`src/rtl/ones_frame_accum_if.sv`:
```
// ones_frame_accum_if
// Groups the word-in / frame-total-out handshake of ones_frame_accum.
//
// Handshake rules, both ports:
//   A transfer happens on a rising clk edge where valid and ready are both 1.
//   The sender holds its data stable while valid=1 and ready=0.
//   Input port : cnt_in/in_valid from the counter stage, in_ready back to it.
//   Output port: sum_out/ovf/out_valid to downstream, out_ready from it.
//
// Modports:
//   slave  - the accumulator (consumes words, produces totals)
//   master - the environment (produces words, consumes totals)
//
// Parameter SUM_W must match the SUM_W of the attached accumulator.
interface ones_frame_accum_if #(
  parameter int SUM_W = 8
) ();

  logic [3:0]       cnt_in;
  logic             in_valid;
  logic             in_ready;
  logic [SUM_W-1:0] sum_out;
  logic             ovf;
  logic             out_valid;
  logic             out_ready;

  modport slave (
    input  cnt_in,
    input  in_valid,
    input  out_ready,
    output in_ready,
    output sum_out,
    output ovf,
    output out_valid
  );

  modport master (
    output cnt_in,
    output in_valid,
    output out_ready,
    input  in_ready,
    input  sum_out,
    input  ovf,
    input  out_valid
  );

endinterface

```
`src/rtl/ones_frame_accum.sv`:
```
// ones_frame_accum
// Sums the 4-bit ones counts of FRAME_LEN accepted words and presents each
// frame total on a valid/ready output with full backpressure upstream.
//
// Ports:
//   clk        rising-edge clock
//   rst_n      asynchronous active-low reset
//   clr        synchronous clear of the partial frame and the output register;
//              beats both the input word and the output handshake
//   bus        ones_frame_accum_if.slave
//                cnt_in/in_valid/in_ready  : word input (0..15 per word)
//                sum_out/ovf/out_valid/out_ready : frame total output
//   dbg_state  current FSM state (0 = ACCUM, 1 = FULL), for observation only
//
// Parameters:
//   FRAME_LEN  words per frame, 1..255
//   SUM_W      accumulator / sum_out width, 4..16
//
// Build option:
//   ONES_ACC_SAT_EN  defined   : the total saturates at 2^SUM_W-1 once any
//                                addition in the frame carries out
//                    undefined : the total wraps modulo 2^SUM_W
//   ovf reports a carry-out anywhere in the frame in both builds, and the
//   handshake timing is identical.
module ones_frame_accum #(
  parameter int FRAME_LEN = 8,
  parameter int SUM_W     = 8
) (
  input  logic                clk,
  input  logic                rst_n,
  input  logic                clr,
  ones_frame_accum_if.slave   bus,
  output logic                dbg_state
);

  // idx needs at least one bit even when every word is its own frame.
  localparam int IDX_W = (FRAME_LEN > 1) ? $clog2(FRAME_LEN) : 1;
  localparam logic [IDX_W-1:0] IDX_LAST = IDX_W'(FRAME_LEN - 1);

`ifdef ONES_ACC_SAT_EN
  localparam logic [SUM_W-1:0] SUM_MAX = '1;
`endif

  // ACCUM: no result pending. FULL: sum_out/ovf hold a completed frame.
  typedef enum logic {
    ACCUM = 1'b0,
    FULL  = 1'b1
  } state_t;

  state_t           state_q,   state_d;
  logic [SUM_W-1:0] acc_q,     acc_d;
  logic             acc_ovf_q, acc_ovf_d;
  logic [IDX_W-1:0] idx_q,     idx_d;
  logic [SUM_W-1:0] sum_q,     sum_d;
  logic             ovf_q,     ovf_d;

  logic             accept;
  logic             last;
  logic [SUM_W:0]   sum_wide;
  logic             carry;
  logic             ovf_step;
  logic [SUM_W-1:0] acc_step;

  // ---------------------------------------------------------------------------
  // Handshake
  // ---------------------------------------------------------------------------
  // A word can be taken whenever the output slot is empty or is being drained
  // in the same cycle, which lets completed frames stream with no bubble.
  assign bus.in_ready  = (state_q == ACCUM) || bus.out_ready;
  assign accept        = bus.in_valid && bus.in_ready;
  assign last          = (idx_q == IDX_LAST);

  assign bus.sum_out   = sum_q;
  assign bus.ovf       = ovf_q;
  assign bus.out_valid = (state_q == FULL);
  assign dbg_state     = state_q;

  // ---------------------------------------------------------------------------
  // Datapath: one extra bit captures the carry-out of each addition.
  // ---------------------------------------------------------------------------
  assign sum_wide = {1'b0, acc_q} + {{(SUM_W - 3){1'b0}}, bus.cnt_in};
  assign carry    = sum_wide[SUM_W];
  assign ovf_step = acc_ovf_q | carry;

`ifdef ONES_ACC_SAT_EN
  // Once overflowed, the accumulator is pinned at the maximum; later words
  // may not carry again, so the sticky flag keeps it clamped.
  assign acc_step = ovf_step ? SUM_MAX : sum_wide[SUM_W-1:0];
`else
  assign acc_step = sum_wide[SUM_W-1:0];
`endif

  // ---------------------------------------------------------------------------
  // Next-state / next-datapath logic
  // ---------------------------------------------------------------------------
  always_comb begin
    state_d   = state_q;
    acc_d     = acc_q;
    acc_ovf_d = acc_ovf_q;
    idx_d     = idx_q;
    sum_d     = sum_q;
    ovf_d     = ovf_q;

    if (clr) begin
      // The word presented with clr is dropped and any pending result lost.
      state_d   = ACCUM;
      acc_d     = '0;
      acc_ovf_d = 1'b0;
      idx_d     = '0;
      sum_d     = '0;
      ovf_d     = 1'b0;
    end else begin
      // Drain first; a completing word below overrides this back to FULL.
      if ((state_q == FULL) && bus.out_ready) begin
        state_d = ACCUM;
      end

      if (accept) begin
        if (last) begin
          sum_d     = acc_step;
          ovf_d     = ovf_step;
          state_d   = FULL;
          acc_d     = '0;
          acc_ovf_d = 1'b0;
          idx_d     = '0;
        end else begin
          acc_d     = acc_step;
          acc_ovf_d = ovf_step;
          idx_d     = idx_q + 1'b1;
        end
      end
    end
  end

  // ---------------------------------------------------------------------------
  // State registers
  // ---------------------------------------------------------------------------
  always_ff @(posedge clk or negedge rst_n) begin
    if (!rst_n) begin
      state_q   <= ACCUM;
      acc_q     <= '0;
      acc_ovf_q <= 1'b0;
      idx_q     <= '0;
      sum_q     <= '0;
      ovf_q     <= 1'b0;
    end else begin
      state_q   <= state_d;
      acc_q     <= acc_d;
      acc_ovf_q <= acc_ovf_d;
      idx_q     <= idx_d;
      sum_q     <= sum_d;
      ovf_q     <= ovf_d;
    end
  end

endmodule

```
`src/flat_wrapper.sv`:
```
// flat-port wrapper written by rule: the top's interface ports become plain ports
module ones_frame_accum_flat 
#(
  parameter int FRAME_LEN = 8,
  parameter int SUM_W     = 8
)
  (clk, rst_n, clr, dbg_state, bus_cnt_in, bus_in_valid, bus_out_ready, bus_in_ready, bus_sum_out, bus_ovf, bus_out_valid);
  ones_frame_accum_if #(.SUM_W(SUM_W)) bus_i ();
  input  logic clk;
  input  logic rst_n;
  input  logic clr;
  output logic dbg_state;
  input wire logic [$bits(bus_i.cnt_in)-1:0] bus_cnt_in;
  input wire logic [$bits(bus_i.in_valid)-1:0] bus_in_valid;
  input wire logic [$bits(bus_i.out_ready)-1:0] bus_out_ready;
  output wire logic [$bits(bus_i.in_ready)-1:0] bus_in_ready;
  output wire logic [$bits(bus_i.sum_out)-1:0] bus_sum_out;
  output wire logic [$bits(bus_i.ovf)-1:0] bus_ovf;
  output wire logic [$bits(bus_i.out_valid)-1:0] bus_out_valid;
  assign bus_i.cnt_in = bus_cnt_in;
  assign bus_i.in_valid = bus_in_valid;
  assign bus_i.out_ready = bus_out_ready;
  assign bus_in_ready = bus_i.in_ready;
  assign bus_sum_out = bus_i.sum_out;
  assign bus_ovf = bus_i.ovf;
  assign bus_out_valid = bus_i.out_valid;
  ones_frame_accum #(.FRAME_LEN(FRAME_LEN), .SUM_W(SUM_W)) u_core (.clk(clk), .rst_n(rst_n), .clr(clr), .bus(bus_i), .dbg_state(dbg_state));
endmodule
```
`config.mk`:
```
export PLATFORM = sky130hd
export DESIGN_NAME = ones_frame_accum_flat
export DESIGN_NICKNAME = d
export VERILOG_FILES = /design/src/rtl/ones_frame_accum_if.sv /design/src/rtl/ones_frame_accum.sv /design/src/flat_wrapper.sv
export SDC_FILE = /design/constraint.sdc
export NUM_CORES = 1
export LEC_CHECK = 0
export ABC_CLOCK_PERIOD_IN_PS = 2050
export CAP_MARGIN = 20
export CELL_PAD_IN_SITES_DETAIL_PLACEMENT = 1
export CELL_PAD_IN_SITES_GLOBAL_PLACEMENT = 2
export CORE_MARGIN = 2
export CORE_UTILIZATION = 34
export DETAILED_ROUTE_END_ITERATION = 16
export GPL_ROUTABILITY_DRIVEN = 0
export MAX_ROUTING_LAYER = met4
export PLACE_DENSITY_LB_ADDON = 0.1
export SLEW_MARGIN = 20
export SYNTH_ARGS = -nofsm -noshare
export SYNTH_HDL_FRONTEND = slang
export SYNTH_SLANG_ARGS = --single-unit
```
`constraint.sdc`:
```
create_clock -name clk -period 2.05 [get_ports clk]
set_input_delay 0.41 -clock clk [delete_from_list [all_inputs] [get_ports clk]]
set_output_delay 0.41 -clock clk [all_outputs]
set_load 0.01 [all_outputs]
```
==> Word level (Yosys, flattened, before mapping) <==
Cells that the tools add are included.
{ "classes": {"n_bitwise": 2, "n_eq_ne": 1, "mux": 19, "shifts": 0, "n_reduce_logical": 6, "n_lt_le_gt_ge": 0, "multipliers": 0, "add_sub_neg": 2, "div": 0} }
{ "ops": {"columns": ["op", "n"], "rows": [
  ["8-bit two-way mux", 6],
  ["1-bit two-way mux", 10],
  ["8-bit by 4-bit adder with 9-bit output", 1],
  ["3-bit two-way mux", 3],
  ["2-bit nonzero test", 2],
  ["3-bit by 1-bit adder with 3-bit output, second input constant", 1],
  ["3-bit == test, second input constant", 1],
  ["1-bit logical AND", 2],
  ["2-bit AND reduction", 1],
  ["1-bit logical OR", 1],
  ["1-bit inverter", 1],
  ["1-bit OR", 1]
]} }
{ "totals": {"latchBits": 0, "inputBits": 9, "ram_bits": 0, "mem_bits_ro": 0, "word_cells": 36, "out_inout_bits": 12, "memories": 0, "register_bits": 22} }

==> Longest topological paths before layout <==
Gate-level depths: netlist (run 1).
{ "depth": {"word_depth": 5, "depth_mapped": 7, "depth_no_buf": 6} }

==> Worst setup path after synthesis (run 1) <==
OpenSTA, ideal clock, no wires.
{ "synth_timing": {"kind": "input-to-reg", "from": "input port bus_cnt_in[0]", "to": "register u_core.ovf_q, in the netlist u_core.bus.ovf", "path_buffers": 0, "arrival_time_ns": 1.691, "setup_slack_ns": 0.238, "setup_ns": 0.121, "path_stages": 6, "required_time_ns": 1.929, "cell_sequence": "ha_1 -> fa_1 -> a21o_1 -> a21oi_2 -> o21bai_1 -> a22o_1"} }
{ "synth_between": {"elab_chain_cells": 5} }
{ "synth_lines": {"columns": ["item", "line_no", "source"], "rows": [
  ["from (decl)", "flat_wrapper.sv:13", "input wire logic [$bits(bus_i.cnt_in)-1:0] bus_cnt_in;"],
  ["8-bit by 4-bit adder with 9-bit output", "ones_frame_accum.sv:81", "assign sum_wide = {1'b0, acc_q} + {{(SUM_W - 3){1'b0}}, bus.cnt_in};"],
  ["1-bit OR", "ones_frame_accum.sv:83", "assign ovf_step = acc_ovf_q | carry;"],
  ["1-bit two-way mux", "ones_frame_accum.sv:119", "if (last) begin"],
  ["1-bit two-way mux", "ones_frame_accum.sv:118", "if (accept) begin"],
  ["1-bit two-way mux", "ones_frame_accum.sv:104", "if (clr) begin"],
  ["to (signal assigned)", "ones_frame_accum.sv:152", "ovf_q <= ovf_d;"],
  ["to (decl)", "ones_frame_accum.sv:55", "logic ovf_q, ovf_d;"]
]} }
No other way between the ends. The select of a mux whose other input is x is not followed.
A chain may end at the register's enable or synchronous reset.

==> Final worst setup path (run 1) <==
Same ends and word-level chain as after synthesis.

==> results of run 1 <==
worst max-delay path: cells and delay by family:
family	cells	cell delay, ns
AO/OA/AOI/OAI	4	0.72
adder cells (fa/ha/maj)	2	0.64
buffers and inverters	1	0.40
power by group:
group          switching, mW  internal, mW
Combinational          0.109        0.0972
Sequential            0.0235         0.456
Clock                  0.132         0.108
Total                  0.264         0.661
cell families after synthesis:
kind of cell	share of synthesized area (%)
flops	45.41
xor+xnor	3.612
buf+inv	4.541
compound gates	25.18
simple gates	11.66
fa+ha+maj	7.843
mux	1.754
through the flow:
step | TNS, ns | util, % | cell area (µm²)
2_1_floorplan | 0 | - | 1212
3_3_place_gp | -1.571 | 44.41 | 1505
3_5_place_dp | -1.794 | 44.41 | 1505
4_1_cts | 0 | 45.48 | 1541
5_1_grt | 0 | 45.70 | 1549
6_report | 0 | 45.70 | 1549
metal layers:
layer,wire length [µm],vias to the layer above
li1,-,442
met1,1288,470
met5,0,-
met2,1459,20
met4,8,0
met3,108,2
what timing repair did:
action | in CTS | in global routing
setup endpoints to repair | 0 | 2
resized for setup | 0 | 1
hold buffers | 0 | 0
state kept, by name, summed over array words and instances, names as in the netlist:
register	flops
u_core.bus.out_valid	1
u_core.acc_ovf_q	1
u_core.bus.ovf	1
u_core.bus.sum_out	8
u_core.acc_q	8
u_core.idx_q	3
cells in the final DEF, fill, tap and decap left out, types with 2 or more instances in the layout:
cell / count
dfrtp_1: 22
a21o_1: 2
buf_4: 11
o21ai_0: 2
nand3_1: 5
ha_1: 6
o21bai_1: 2
a211oi_1: 2
xnor2_1: 4
nand2_1: 8
clkbuf_4: 3
a32o_1: 2
a22o_1: 12
inv_1: 2
and3_1: 2
a21oi_1: 7
clkdlybuf4s50_1: 20
area by class of cell:
cell class / instances / area (µm²) / area share (%)
Clock buffer: 4 / 36.28 / 2.342
Inverter: 2 / 7.507 / 0.4847
Multi-Input combinational cell: 74 / 614.3 / 39.66
Sequential cell: 22 / 550.5 / 35.54
Tap cell: 46 / 57.56 / 3.716
Timing Repair Buffer: 31 / 282.8 / 18.26
worst paths after layout:
kind | from | to | slack, ns | cells after the start
max | bus_cnt_in[0] | u_core.bus.ovf | 0.09 | 7
min | rst_n | u_core.bus.sum_out[1] | 0.45 | 2
max reg2reg | u_core.acc_q[0] | u_core.bus.ovf | 0.20 | 6
min reg2reg | u_core.acc_ovf_q | u_core.acc_ovf_q | 0.51 | 2
max in group asynchronous | rst_n | u_core.bus.sum_out[7] | 1.38 | 2
min in group clk | u_core.acc_ovf_q | u_core.acc_ovf_q | 0.51 | 2
==> reports/results.md, run 1 <==
### Clocking
* clock-pin slew of the registers on the worst-case setup and hold paths: 0.12 ns
* maximum clock insertion buffer count: 2
* number of H-tree levels: 1
* sink count of the clock tree: 22
* number of clock buffers inserted by TritonCTS: 3
* clock network latency to the later pin of the worst-skew pair: 0.30 ns
* CTS Root Buffer Type: clkbuf_4
* buffer count from post-CTS setup fixing: 0
* CTS tree: built

### Placement
* worst setup slack before clock tree synthesis: -0.2810 ns
* I/O Buffers: 20
* Detail Placement HPWL: 2121 µm
* number of placed instances with taps included: 175

### Die
* die height: 63.72 µm
* starting utilization of the core area: 35.77%
* row count: 21
* DIE AREA: 4060 µm²
* core region area: 3390 µm²
* IO Pins: 21
* width of the chip: 63.72 µm

### Detailed routing
* residual DRC count: 0
* drt initial violations: 38
* number of antenna-violating nets in the routed design: 0
* DR pass1 iterations: 4
* post-DR vias/cell: 5.218
* total routed wirelength: 2864 µm
* routed length per instance: 16.00 µm
* Via Count: 934

### Worst setup path
* Worst path max stage delay: 0.42 ns
* critical path start-end classification: input pin to flop
* maximum net fanout on the critical path: 4
* endpoint class of the critical path: flop
* cell with the largest stage delay on the worst path: fa_1
* critical path, cell by cell: clkdlybuf4s50_1 -> ha_1 -> fa_1 -> a21o_1 -> a21oi_4 -> o21bai_1 -> a22o_1
* Worst setup SP type: input pin
* arrival time of the worst setup path: 2.17 ns
* Req. time, crit path: 2.25 ns

### STA
* Worst Max-Slew Pin Slew: 0.4092 ns
* final worst path period need: 1.962 ns
* # setup viols final: 0
* Slew HR: 72.72%
* final worst path period share: 95.72%
* Worst Setup Slack, final: 0.08764 ns
* RSZ-0062 raised after global routing: false
* number of hold-slack violations in the final timing report: 0
* post-route clock skew: 0.003388 ns
* worst hold slack across all endpoints: 0.4463 ns
* highest achievable clock rate: 0.5096 GHz
* Final Max Slew Viols: 0

### Synth
* Area contributors post-synth: dfrtp_1, a22o_1, ha_1
* top cells by count, synth: dfrtp_1, a22o_1, nand2_1, a21oi_1, ha_1
* share of synthesized area occupied by flip-flops and latches: 45.41%
* number of enable flip-flop cells after synthesis: 0
* area of the mapped netlist: 1212 µm²
* number of instances in the synthesized netlist: 103
* share of Yosys cell area claimed by the top area cell type: 45.41%
* number of flip-flops and latches in the synthesized netlist: 22
* syn_nets: 119
* share of async-settable or async-resettable flops after synthesis: 100.0%
* cell with the most instances after synthesis: dfrtp_1
* average instance area after synthesis: 11.77 µm²
* top_reg_cell synth: dfrtp_1
* number of warning messages in the yosys log: 0
* distinct cell type count of the synthesized netlist: 36
* Synth area leader: dfrtp_1

### Global route
* Tot GR Track Use: 16.19%
* antenna violations before repair: 0
* maximum number of pins on one net before global-route repair: 23
* met3 routing resource usage after global routing: 2.679%
* first-pass GRT wire length: 5002 µm
* met1 Resource Use GR: 21.53%
* residual overflow from global routing: 0
* via count of the first global-routing pass: 997
* GRT Max-Usage Layer: met2
* met2 usage: 26.97%

### Power and ir drop
* static power due to leakage: 0.7149 nW
* post-layout power: 924.7 µW
* Pwr per Cell Area: 597.0 nW/µm²
* highest ir drop seen on vdd: 0.0002563 V

### Final layout
* Layout fillers: 359
* Final Net Count: 150
* Area Overhead vs Synth: 27.76%
* post-route insts no fill: 179
* antenna diode count: 0
* fraction of layout instances using a drive strength above 1: 18.80%

### Status
* status: finished, final reports clean

### Job
* max-cap violation count: 0

### Min path
* worst min path class: input pin to asynchronous set/reset pin

Power figures use the tool's default switching activity.
==> run 2, diff against run 1 <==
Settings changed: SKIP_LAST_GASP set to 1.
==> results of run 2 <==
Final layout, timing and power as in run 1 (identical DEF).
==> run 3, diff against run 2 <==
Settings changed: CTS_CLUSTER_SIZE set to 20, REMOVE_ABC_BUFFERS set to 1.
==> reports/results.md, run 3 (synthesized netlist as in run 1, its figures left out) <==
### Final layout
* most common cell after layout, fill and taps aside: dfrtp_1, unchanged
* Area Overhead vs Synth: 29.72%, was 27.76%
* fraction of layout instances using a drive strength above 1: 19.40%, was 18.80%
* Final Net Count: 151, was 150
* Util after Layout: 46.40%, was 45.70%
* Layout fillers: 368, was 359
* post-route cell area: 1573 µm², was 1549 µm²
* commonest cells after routing, fill and taps aside: dfrtp_1, clkdlybuf4s50_1, a22o_1, buf_4, nand2_1, unchanged
* antenna diode count: 0, unchanged

### Detailed routing
* DR pass1 iterations: 4, unchanged
* number of antenna-violating nets in the routed design: 0, unchanged
* residual DRC count: 0, unchanged
* total routed wirelength: 2814 µm, was 2864 µm
* routed length per instance: 15.63 µm, was 16.00 µm
* post-DR vias/cell: 5.161, was 5.218
* drt initial violations: 56, was 38
* Via Count: 929, was 934

### STA
* RSZ-0062 raised after global routing: false, unchanged
* final worst path period need: 1.962 ns, about the same
* Final Max Slew Viols: 0, unchanged
* worst hold slack across all endpoints: 0.4308 ns, was 0.4463 ns
* final worst path period share: 95.71%, was 95.72%
* Worst Setup Slack, final: 0.08795 ns, was 0.08764 ns
* Slew HR: 75.79%, was 72.72%
* number of hold-slack violations in the final timing report: 0, unchanged
* highest achievable clock rate: 0.5097 GHz, was 0.5096 GHz
* # setup viols final: 0, unchanged
* Worst Max-Slew Pin Slew: 0.3632 ns, was 0.4092 ns
* post-route clock skew: 0.007913 ns, was 0.003388 ns

### Global route
* residual overflow from global routing: 0, unchanged
* antenna violations before repair: 0, unchanged
* maximum number of pins on one net before global-route repair: 23, unchanged
* first-pass GRT wire length: 5030 µm, was 5002 µm
* via count of the first global-routing pass: 1019, was 997
* Tot GR Track Use: 16.62%, was 16.19%

### Placement
* worst setup slack before clock tree synthesis: -0.2767 ns, was -0.2810 ns
* Detail Placement HPWL: 2106 µm, was 2121 µm
* I/O Buffers: 20, unchanged
* post-placement cell area: 1513 µm², was 1505 µm²

### Min path
* worst min path class: input pin to asynchronous set/reset pin, unchanged

### Die
* IO Pins: 21, unchanged
* starting utilization of the core area: 35.77%, unchanged
* row count: 21, unchanged
* width of the chip: 63.72 µm, unchanged
* core region area: 3390 µm², unchanged
* DIE AREA: 4060 µm², unchanged
* die height: 63.72 µm, unchanged

### Clocking
* number of clock buffers inserted by TritonCTS: 3, unchanged
* buffer count from post-CTS setup fixing: 0, unchanged
* CTS tree: built, unchanged
* number of H-tree levels: 1, unchanged
* clock-pin slew of the registers on the worst-case setup and hold paths: 0.14 ns, was 0.12 ns
* CTS Root Buffer Type: clkbuf_4, unchanged
* sink count of the clock tree: 22, unchanged
* clock network latency to the later pin of the worst-skew pair: 0.33 ns, was 0.30 ns
* cts-stage hold buffer count: 0, unchanged
* maximum clock insertion buffer count: 2, unchanged

### Power and ir drop
* Pwr per Cell Area: 661.0 nW/µm², was 597.0 nW/µm²
* highest ir drop seen on vdd: 0.0002576 V, was 0.0002563 V
* post-layout power: 1.040 mW, was 924.7 µW
* static power due to leakage: 0.7277 nW, was 0.7149 nW

### Job
* max-cap violation count: 0, unchanged

### Worst setup path
* critical path start-end classification: input pin to flop, unchanged
* arrival time of the worst setup path: 2.19 ns, was 2.17 ns
* Req. time, crit path: 2.28 ns, was 2.25 ns
* Worst setup SP type: input pin, unchanged
* endpoint class of the critical path: flop, unchanged
* maximum net fanout on the critical path: 4, unchanged

### Status
* status: finished, final reports clean, unchanged

==> run 3: area by class of cell <==
cell class / instances / area [µm²] / area share, %
Inverter: 2 / 7.507 / 0.4773
Timing Repair Buffer: 32 / 290.3 / 18.46
Sequential cell: 22 / 550.5 / 35.00
Clock inverter: 1 / 30.03 / 1.909
Multi-Input combinational cell: 74 / 614.3 / 39.06
Tap cell: 46 / 57.56 / 3.660
Clock buffer: 3 / 22.52 / 1.432
==> run 3: timing repair <==
| action | CTS | global route |
|---|---|---|
| endpoints found under the hold margin | 0 | 0 |
| resized for setup | 0 | 1 |
| endpoints found under the setup margin | 0 | 1 |
==> run 3: critical path, cell delays in order <==
cell             delay (ns)
clkdlybuf4s50_1        0.40
ha_1                   0.23
fa_1                   0.43
a21o_1                 0.23
a21oi_4                0.19
o21bai_1               0.09
a22o_1                 0.20
==> run 3: metal layers <==
| layer | part of all wire (%) | track usage [%] |
|---|---|---|
| met5 | 0 | - |
| met4 | 1.7 | 7.065 |
| met3 | 4.1 | 3.214 |
| met2 | 46 | 26.45 |
| met1 | 48 | 20.58 |
==> run 3: worst paths after layout <==
check	startpoint	endpoint	slack (ns)	cells after the start
worst max register to register	u_core.acc_q[0]	u_core.bus.ovf	0.19	6
worst min-delay path	rst_n	u_core.acc_q[4]	0.43	2
max in group asynchronous	rst_n	u_core.acc_q[5]	1.39	2
min in group clk	u_core.acc_ovf_q	u_core.acc_ovf_q	0.51	2
worst max-delay path	bus_cnt_in[0]	u_core.bus.ovf	0.09	7
worst min register to register	u_core.acc_ovf_q	u_core.acc_ovf_q	0.51	2
==> run 3: power by group <==
part,internal [mW],switching (mW)
Clock,0.198,0.149
Combinational,0.102,0.111
Sequential,0.456,0.0240
Total,0.756,0.284
==> run 3: stage by stage <==
| stage | TNS (ns) | cells |
|---|---|---|
| after floorplan | 0 | 98 |
| after global placement | -1.708 | 176 |
| after detailed placement | -1.790 | 176 |
| after CTS | 0 | 180 |
| after global routing | 0 | 180 |
| final | 0 | 180 |
